<file path="src/rtl/alu_sequencer.sv">
// Multi-cycle controller for the XMakina 16-bit ALU: accepts one operation per handshake,
// iterates it with result/carry feedback, registers the result and maintains the PSW flags.
module alu_sequencer #(
    parameter int WIDTH = 16,
    parameter int CNT_W = 4
) (
    input  logic             clk,
    input  logic             rst_n,
    // Request handshake: a transfer happens on a rising edge with req_valid && req_ready.
    // req_ready is high only in IDLE, and request fields are sampled only at that edge.
    input  logic             req_valid,
    output logic             req_ready,
    input  logic [1:0]       req_sel,
    input  logic [1:0]       req_func,
    input  logic             req_byte,
    input  logic             req_use_carry,
    input  logic             req_upd_flags,
    input  logic             req_wb,
    input  logic [CNT_W-1:0] req_count,
    input  logic [WIDTH-1:0] req_a,
    input  logic [WIDTH-1:0] req_b,
    output logic [1:0]       alu_block_sel,
    output logic [1:0]       alu_block_func,
    output logic             alu_carry_in,
    output logic             alu_byte_op,
    output logic [WIDTH-1:0] alu_src_a,
    output logic [WIDTH-1:0] alu_src_b,
    input  logic [WIDTH-1:0] alu_result,
    input  logic             alu_carry,
    input  logic             alu_zero,
    input  logic             alu_neg,
    input  logic             alu_ovf,
    output logic             done,
    output logic [WIDTH-1:0] res,
    output logic             wb_en,
    output logic             busy,
    output logic             psw_c,
    output logic             psw_z,
    output logic             psw_n,
    output logic             psw_v,
    input  logic             psw_load,
    input  logic [3:0]       psw_din,
    output logic [1:0]       state_dbg
);

    typedef enum logic [1:0] {
        IDLE = 2'd0,
        EXEC = 2'd1,
        DONE = 2'd2
    } state_t;

    state_t state_q, state_d;

    logic [1:0]       sel_q, func_q;
    logic             byte_q, use_carry_q, upd_q, wb_q, cin_q;
    logic [CNT_W-1:0] count_q, iter_q;
    logic [WIDTH-1:0] a_q, b_q;
    logic [3:0]       psw_q;   // {V,N,Z,C}

    logic accept, exec, last;

    assign accept = (state_q == IDLE) && req_valid;
    assign exec   = (state_q == EXEC);
    assign last   = (iter_q == count_q);

    always_ff @(posedge clk or negedge rst_n) begin
        if (!rst_n) state_q <= IDLE;
        else        state_q <= state_d;
    end

    always_comb begin
        state_d = state_q;
        case (state_q)
            IDLE:    if (req_valid) state_d = EXEC;
            EXEC:    if (last) state_d = DONE;
            DONE:    state_d = IDLE;
            default: state_d = IDLE;
        endcase
    end

    // Operand/feedback registers; iter stops at count so it can never wrap.
    always_ff @(posedge clk or negedge rst_n) begin
        if (!rst_n) begin
            sel_q       <= '0;
            func_q      <= '0;
            byte_q      <= 1'b0;
            use_carry_q <= 1'b0;
            upd_q       <= 1'b0;
            wb_q        <= 1'b0;
            cin_q       <= 1'b0;
            count_q     <= '0;
            iter_q      <= '0;
            a_q         <= '0;
            b_q         <= '0;
            res         <= '0;
        end else if (accept) begin
            sel_q       <= req_sel;
            func_q      <= req_func;
            byte_q      <= req_byte;
            use_carry_q <= req_use_carry;
            upd_q       <= req_upd_flags;
            wb_q        <= req_wb;
            cin_q       <= req_use_carry & psw_c;
            count_q     <= req_count;
            iter_q      <= '0;
            a_q         <= req_a;
            b_q         <= req_b;
        end else if (exec) begin
            if (!last) begin
                a_q    <= alu_result;
                cin_q  <= use_carry_q & alu_carry;
                iter_q <= iter_q + CNT_W'(1);
            end else begin
                res <= alu_result;
            end
        end
    end

    // Software load has priority over the completion update.
    always_ff @(posedge clk or negedge rst_n) begin
        if (!rst_n) begin
            psw_q <= '0;
        end else if (psw_load) begin
            psw_q <= psw_din;
        end else if (exec && last && upd_q) begin
            psw_q[1] <= alu_zero;
            psw_q[2] <= alu_neg;
            if (!sel_q[0]) begin
                psw_q[0] <= alu_carry;
                psw_q[3] <= alu_ovf;
            end
        end
    end

    assign alu_block_sel  = exec ? sel_q  : '0;
    assign alu_block_func = exec ? func_q : '0;
    assign alu_carry_in   = exec & cin_q;
    assign alu_byte_op    = exec & byte_q;
    assign alu_src_a      = exec ? a_q : '0;
    assign alu_src_b      = exec ? b_q : '0;

    assign req_ready = (state_q == IDLE);
    assign busy      = (state_q != IDLE);
    assign done      = (state_q == DONE);
    assign wb_en     = done & wb_q;
    assign state_dbg = state_q;

    assign psw_c = psw_q[0];
    assign psw_z = psw_q[1];
    assign psw_n = psw_q[2];
    assign psw_v = psw_q[3];

endmodule
</file>
<file path="config.mk">
export PLATFORM = sky130hd
export DESIGN_NAME = alu_sequencer
export DESIGN_NICKNAME = d
export VERILOG_FILES = /design/src/rtl/alu_sequencer.sv
export SDC_FILE = /design/constraint.sdc
export NUM_CORES = 1
export LEC_CHECK = 0
export CORE_ASPECT_RATIO = 1.5
export CORE_MARGIN = 1
export CORE_UTILIZATION = 43
export DETAILED_ROUTE_END_ITERATION = 7
export PLACE_DENSITY = 0.85
export SYNTH_ARGS = -nofsm -noshare
export SYNTH_HDL_FRONTEND = slang
export SYNTH_SLANG_ARGS = --single-unit
</file>
<file path="constraint.sdc">
create_clock -name clk -period 2 [get_ports clk]
set_input_delay 0.4 -clock clk [delete_from_list [all_inputs] [get_ports clk]]
set_output_delay 0.4 -clock clk [all_outputs]
set_load 0.03 [all_outputs]
</file>
==> summary.txt, run 1 <==
Vias -> 2821
RR Startpoint -> iter_q[0]$_DFFE_PN0P_
R2R setup slack -> 0.12 ns
Final slew viol count -> 0
Cell area after synthesis -> 3259 µm²
WS Path Type -> flop to output port
CTS Root Buffer Type -> clkbuf_8
Leak -> 2.299 nW
Worst path arrival time -> 1.54 ns
Yosys cell types -> 31
Vias/cell -> 4.958
Crit path to -> alu_src_a[5]
RSZ-0062 raised after global routing -> true
Crit path time final -> 1.942 ns
Gpl congestion -> 0.8838
Row cnt -> 38
Final setup TNS -> 0 ns
Synthesized flop and latch total -> 71
Die footprint -> 7939 µm²
Final setup fails -> 0
Top-area cell type share of the netlist area -> 54.51%
Outcome -> completed
Worst Path Required -> 1.60 ns
Final hold viol count -> 0
Slew headroom -> 62.40%
Clk Latency, worst-skew pair -> 0.35 ns
Synthesized Nets -> 405
Final WL -> 8439 µm
First-pass GRT wire length -> 13410 µm
Most common cell after layout, fill and taps aside -> nand2_1
Postcts setup bufs -> 0
DR iter-0 viols -> 132
Post-layout util -> 66.62%
Power per Cell Area -> 1897 nW/µm²
Antenna cells -> 0
Initial Util -> 44.81%
Cell taking the most area after synthesis -> dfrtp_1
Clk sinks -> 71
Area contributors post-synth -> dfrtp_1, nand2_1, and2_1
WL/cell -> 14.83 µm
Port Buffers -> 135
Cells on worst reg2reg path -> 4
Crit. Startpoint -> state_dbg[1]$_DFFE_PN0P_
Slew at the pin with the worst max-slew slack -> 0.5603 ns
CTS H-Tree Depth -> 3
Drt pass-1 iters -> 4
Core footprint -> 7274 µm²
RR Endpoint -> res[6]$_DFFE_PN0P_
Remaining antenna violation count -> 0
Clock Path Buffers -> 2
Total number of yosys warnings -> 0
Syn Inst Count -> 332
Layout area overhead -> 48.68%
CTS tree -> built
Share of cells above drive strength 1 -> 16.84%
Number of top-level pins -> 136
Final period util -> 97.10%
Worst-path clk slew -> 0.08 ns
Overall routing resource usage -> 22.62%
Max VDD drop -> 1076 µV
Worst Hold Class -> primary input to asynchronous set/reset pin
Setup Skew -> 0.009938 ns
Max_cap viols -> 0
Gr ovfl total -> 0
CP endpoint kind -> output port
Worst Path Max Fanout -> 10
Residual DRC -> 0
Register area share after synthesis -> 54.51%
Chip Width -> 73.09 µm
Die H -> 108.6 µm
Startpoint Class -> flop
Detailed placement HPWL -> 5931 µm
Largest net degree at the start of global routing -> 72
Number of global-route vias before repair -> 2899
Commonest cells after routing, fill and taps aside -> nand2_1, clkdlybuf4s50_1, dfrtp_1, buf_4, and2_1
Inserted Clock Buffers -> 9
Initial antenna violation count -> 0
Max Fclk -> 0.5149 GHz
Nets -> 538
Total Power -> 9.190 mW
Syn_area_per_cell -> 9.817 µm²
## critical path: stages (launching register included)
cell and delay, ns:
dfrtp_1 0.42, nand2b_1 0.26, buf_4 0.23, nor2_1 0.12, buf_4 0.18
## cells by family after synthesis
kind of cell | synth area share (%)
AOI/OAI and AO/OA | 7.639
xor gates and xnor gates | 1.344
adders and majority gates | 0.3838
buffers and inverters | 4.299
DFF | 54.51
muxes | 9.021
and+or+nand+nor | 22.80
## layer usage
layer	wire, µm	up-vias	part of all wire [%]	global-route usage [%]
met1	3048	1359	36	24.94
met5	0	-	0	0
met2	4759	93	56	40.41
met3	340	25	4.0	4.159
met4	291	0	3.4	12.18
li1	-	1344	-	-
## stage by stage
stage                     instance area [µm²]  instances  setup slack [ns]  hold slack (ns)
after floorplan                          3259        332           0.05636           0.1044
after global placement                   4631        554            0.2030           0.4507
after detailed placement                 4631        554            0.1216           0.4538
after CTS                                4846        569           0.04992          0.08085
after global routing                     4846        569          -0.01547          0.09317
final                                    4846        569           0.05799          0.07400
## flip-flops by register name, summed over array words and instances (netlist names)
signal,count
byte_q,1
sel_q,2
wb_q,1
psw_q,4
cin_q,1
use_carry_q,1
upd_q,1
b_q,16
func_q,2
state_dbg,2
a_q,16
count_q,4
iter_q,4
res,16
## power breakdown
group / internal [mW] / total, mW / switching, mW
logic: 2.23 / 5.41 / 3.18
registers: 2.13 / 2.51 / 0.375
clock network: 0.729 / 1.27 / 0.540
total: 5.09 / 9.19 / 4.10
## synth_stat cells (all sizes together)
cell type	instances
a21oi	12
a22oi	8
a41oi	3
and2	32
and4	1
buf	8
clkbuf	11
dfrtp	71
ha	1
inv	10
mux2	16
mux2i	8
nand2	95
nand2b	1
nand3	2
nand3b	1
nand4	2
nor2	18
nor2b	6
nor3	4
o211ai	1
o21ai	14
o32ai	2
xnor2	5
## how the worst min path moves through the flow
stage	end	from	slack [ns]	cells past startpoint
after CTS	b_q[8]$_DFFE_PN0P_	rst_n	0.08	2
after global routing	use_carry_q$_DFFE_PN0P_	rst_n	0.09	2
after floorplan	a_q[0]$_DFFE_PN0P_	rst_n	0.10	0
after detailed placement	psw_q[1]$_DFFE_PN0P_	rst_n	0.45	2
final	func_q[0]$_DFFE_PN0P_	rst_n	0.07	2
after global placement	psw_q[1]$_DFFE_PN0P_	rst_n	0.45	2
## final cells by class
type	instances	area, µm²
inverters	10	37.54
clock buffers	10	137.6
well taps	100	125.1
flip-flops and latches	71	1777
clock inverters	5	82.58
fillers	614	2429
multi-input cells	232	1345
repair buffers	141	1341
## what timing repair did
item                       4_1_cts  5_1_grt
hold buffers                     0        0
gates cloned                     0        0
gates resized for setup          4        0
setup endpoints to repair        4        7
No activity file was read; power rests on OpenSTA's default activity.
==> run 2: changes to the inputs <==
- RECOVER_POWER: default -> 100
==> summary.txt, run 2 (same netlist as run 1, synthesis figures left out) <==
Switch Pwr -> 4.055 mW (-1.1%)
Final hold viol count -> 0 (unchanged)
Setup Skew -> 0.01103 ns (+0.001088 ns)
Pint -> 4.891 mW (-3.9%)
GR Util met2 -> 40.41% (unchanged)
Initial antenna violation count -> 0 (unchanged)
CP cell instances -> nand2b_1 > buf_4 > nor2_1 > buf_4
Fillers -> 625 (+1.8%)
Final period util -> 95.67% (-1.4 points)
Buf+Inv Stages, Crit Path -> 2 (unchanged)
Detailed placement HPWL -> 5931 µm (unchanged)
Vias/cell -> 4.949 (-0.18%)
WL/cell -> 14.80 µm (-0.21%)
Seq pwr share -> 27.9% (+0.6 points)
Vias -> 2816 (-0.18%)
Antenna cells -> 0 (unchanged)
Critical path's slowest cell -> dfrtp_1
Core footprint -> 7274 µm² (unchanged)
Post-route setup slack -> 0.08655 ns (+0.02855 ns)
Worst Path Required -> 1.60 ns (about the same)
Most common cell after layout, fill and taps aside -> nand2_1
Die footprint -> 7939 µm² (unchanged)
Commonest cells after routing, fill and taps aside -> nand2_1, dfrtp_1, clkdlybuf4s50_1, buf_4, and2_1
Port Buffers -> 135 (unchanged)
CTS tree -> built
Clock group share of total power -> 14.2% (+0.4 points)
Worst-path clk slew -> 0.08 ns (about the same)
Slew headroom -> -15.83% (-78 points)
CP endpoint kind -> output port
Clk sinks -> 71 (unchanged)
Slew at the pin with the worst max-slew slack -> 1.738 ns (+1.177 ns)
Violations in the final reports -> max-capacitance violations, max-slew violations
Max VDD drop -> 1070 µV (-0.50%)
CP max stage delay -> 0.41 ns (about the same)
Sw Ratio -> 45.33% (+0.72 points)
Finished Layout Cells -> 569 (unchanged)
Outcome -> finished with violations
Postcts setup bufs -> 0 (unchanged)
Largest net degree at the start of global routing -> 72 (unchanged)
Number of top-level pins -> 136 (unchanged)
Gr ovfl total -> 0 (unchanged)
Nets -> 538 (unchanged)
Leak -> 2.250 nW (-2.1%)
CP top delay family -> flip-flops
Gpl congestion -> 0.8838 (unchanged)
First-pass GRT wire length -> 13410 µm (unchanged)
Chip Width -> 73.09 µm (unchanged)
Clock Path Buffers -> 2 (unchanged)
GRT busiest layer -> met2
Final slew viol count -> 72 (+72)
Crit path time final -> 1.913 ns (-0.02855 ns)
CTS H-Tree Depth -> 3 (unchanged)
Startpoint Class -> flop
Hold buffers post-CTS -> 0 (unchanged)
Share of cells above drive strength 1 -> 14.71% (-2.1 points)
CTS Root Buffer Type -> clkbuf_8
R2R setup slack -> 0.16 ns (+0.04 ns)
Final WL -> 8421 µm (-0.21%)
Worst Hold Class -> flop to flop
Layout area overhead -> 46.79%
Met3 Use GR -> 4.159% (unchanged)
Met1 GRT Util -> 24.94% (unchanged)
Max Fclk -> 0.5226 GHz (+1.5%)
Clk Latency, worst-skew pair -> 0.34 ns (about the same)
RSZ-0062 raised after global routing -> true
Gate power share -> 57.9% (-1.0 points)
Dpl cells -> 554 (unchanged)
Crit path top cell by count -> buf_4
Power per Cell Area -> 1870 nW/µm² (-1.4%)
Remaining antenna violation count -> 0 (unchanged)
Final setup TNS -> 0 ns (unchanged)
Drt pass-1 iters -> 4 (unchanged)
Regs by FF count -> a_q x16, b_q x16, res x16
Initial Util -> 44.81% (unchanged)
Overall routing resource usage -> 22.62% (unchanged)
Pre-CTS setup slack -> 0.1216 ns (unchanged)
Number of global-route vias before repair -> 2899 (unchanged)
Die H -> 108.6 µm (unchanged)
Residual DRC -> 0 (unchanged)
Row cnt -> 38 (unchanged)
Worst path arrival time -> 1.51 ns (-0.03 ns)
DR iter-0 viols -> 129 (-2.3%)
Max_cap viols -> 1 (+1)
Worst Path Max Fanout -> 10 (unchanged)
WS Path Type -> flop to output port
Inserted Clock Buffers -> 9 (unchanged)
Final setup fails -> 0 (unchanged)
## run 2: changes by cell type in the layout (fill, tap and decap cells not counted)
cell             delta
clkbuf_2            +2
buf_12              -1
mux2_4              -9
clkdlybuf4s50_1    -21
a41oi_2             -1
clkbuf_4            +1
buf_4               -3
dlygate4sd3_1      +21
a41oi_1             +1
mux2_1              +9
buf_2               +1
## run 2: routing by layer
| metal | wire length [µm] | share of wire [%] |
|---|---|---|
| met1 | 3077 | 37 |
| met2 | 4778 | 57 |
| met3 | 308 | 3.7 |
| met4 | 257 | 3.1 |
| met5 | 0 | 0 |
## run 2: worst register-to-register path: cells and delay by family (launching register included)
kind / cells / cell delay, ns
flops: 1 / 0.43
simple gates: 2 / 0.67
xor+xnor: 1 / 0.28
mux: 1 / 0.35
## run 2: area by class of cell
cell class | instances | area, µm² | share of cell area (%)
inverters | 10 | 37.54 | 0.7845
well taps | 100 | 125.1 | 2.615
flip-flops and latches | 71 | 1777 | 37.13
multi-input cells | 232 | 1304 | 27.25
clock inverters | 5 | 82.58 | 1.726
clock buffers | 10 | 137.6 | 2.877
repair buffers | 141 | 1321 | 27.62
## run 2: worst paths after layout
check                                         start                     to  cells after the start
max                        state_dbg[1]$_DFFE_PN0P_           alu_src_a[0]                      4
min                              b_q[2]$_DFFE_PN0P_     b_q[2]$_DFFE_PN0P_                      2
max reg2reg                   iter_q[0]$_DFFE_PN0P_    res[12]$_DFFE_PN0P_                      4
min reg2reg                      b_q[2]$_DFFE_PN0P_     b_q[2]$_DFFE_PN0P_                      2
max in group asynchronous                     rst_n  iter_q[2]$_DFFE_PN0P_                      2
min in group asynchronous                     rst_n   psw_q[1]$_DFFE_PN0P_                      2
## run 2: power by group through the flow
stage	combinational, mW	clock (mW)	sequential (mW)
2_1_floorplan	3.18	0	2.84
3_3_place_gp	5.34	0	2.50
3_5_place_dp	5.46	0	2.53
4_1_cts	5.46	1.29	2.51
5_1_grt	5.58	1.37	2.59
6_report	5.18	1.27	2.50
## run 2: stage by stage
stage / utilization (%) / power (mW) / hold slack, ns / area (µm²)
after CTS: 66.62 / 9.264 / 0.08085 / 4846
final: 65.77 / 8.946 / 0.4684 / 4785
after floorplan: - / 6.025 / 0.1044 / 3259
after global routing: 65.77 / 9.531 / 0.5005 / 4785
after detailed placement: 63.66 / 7.997 / 0.4538 / 4631
after global placement: 63.66 / 7.835 / 0.4507 / 4631
## run 2: repair_timing
action | in CTS | in global routing
resized for setup | 4 | 0
setup endpoints to repair | 4 | 7
gates cloned | 0 | 0
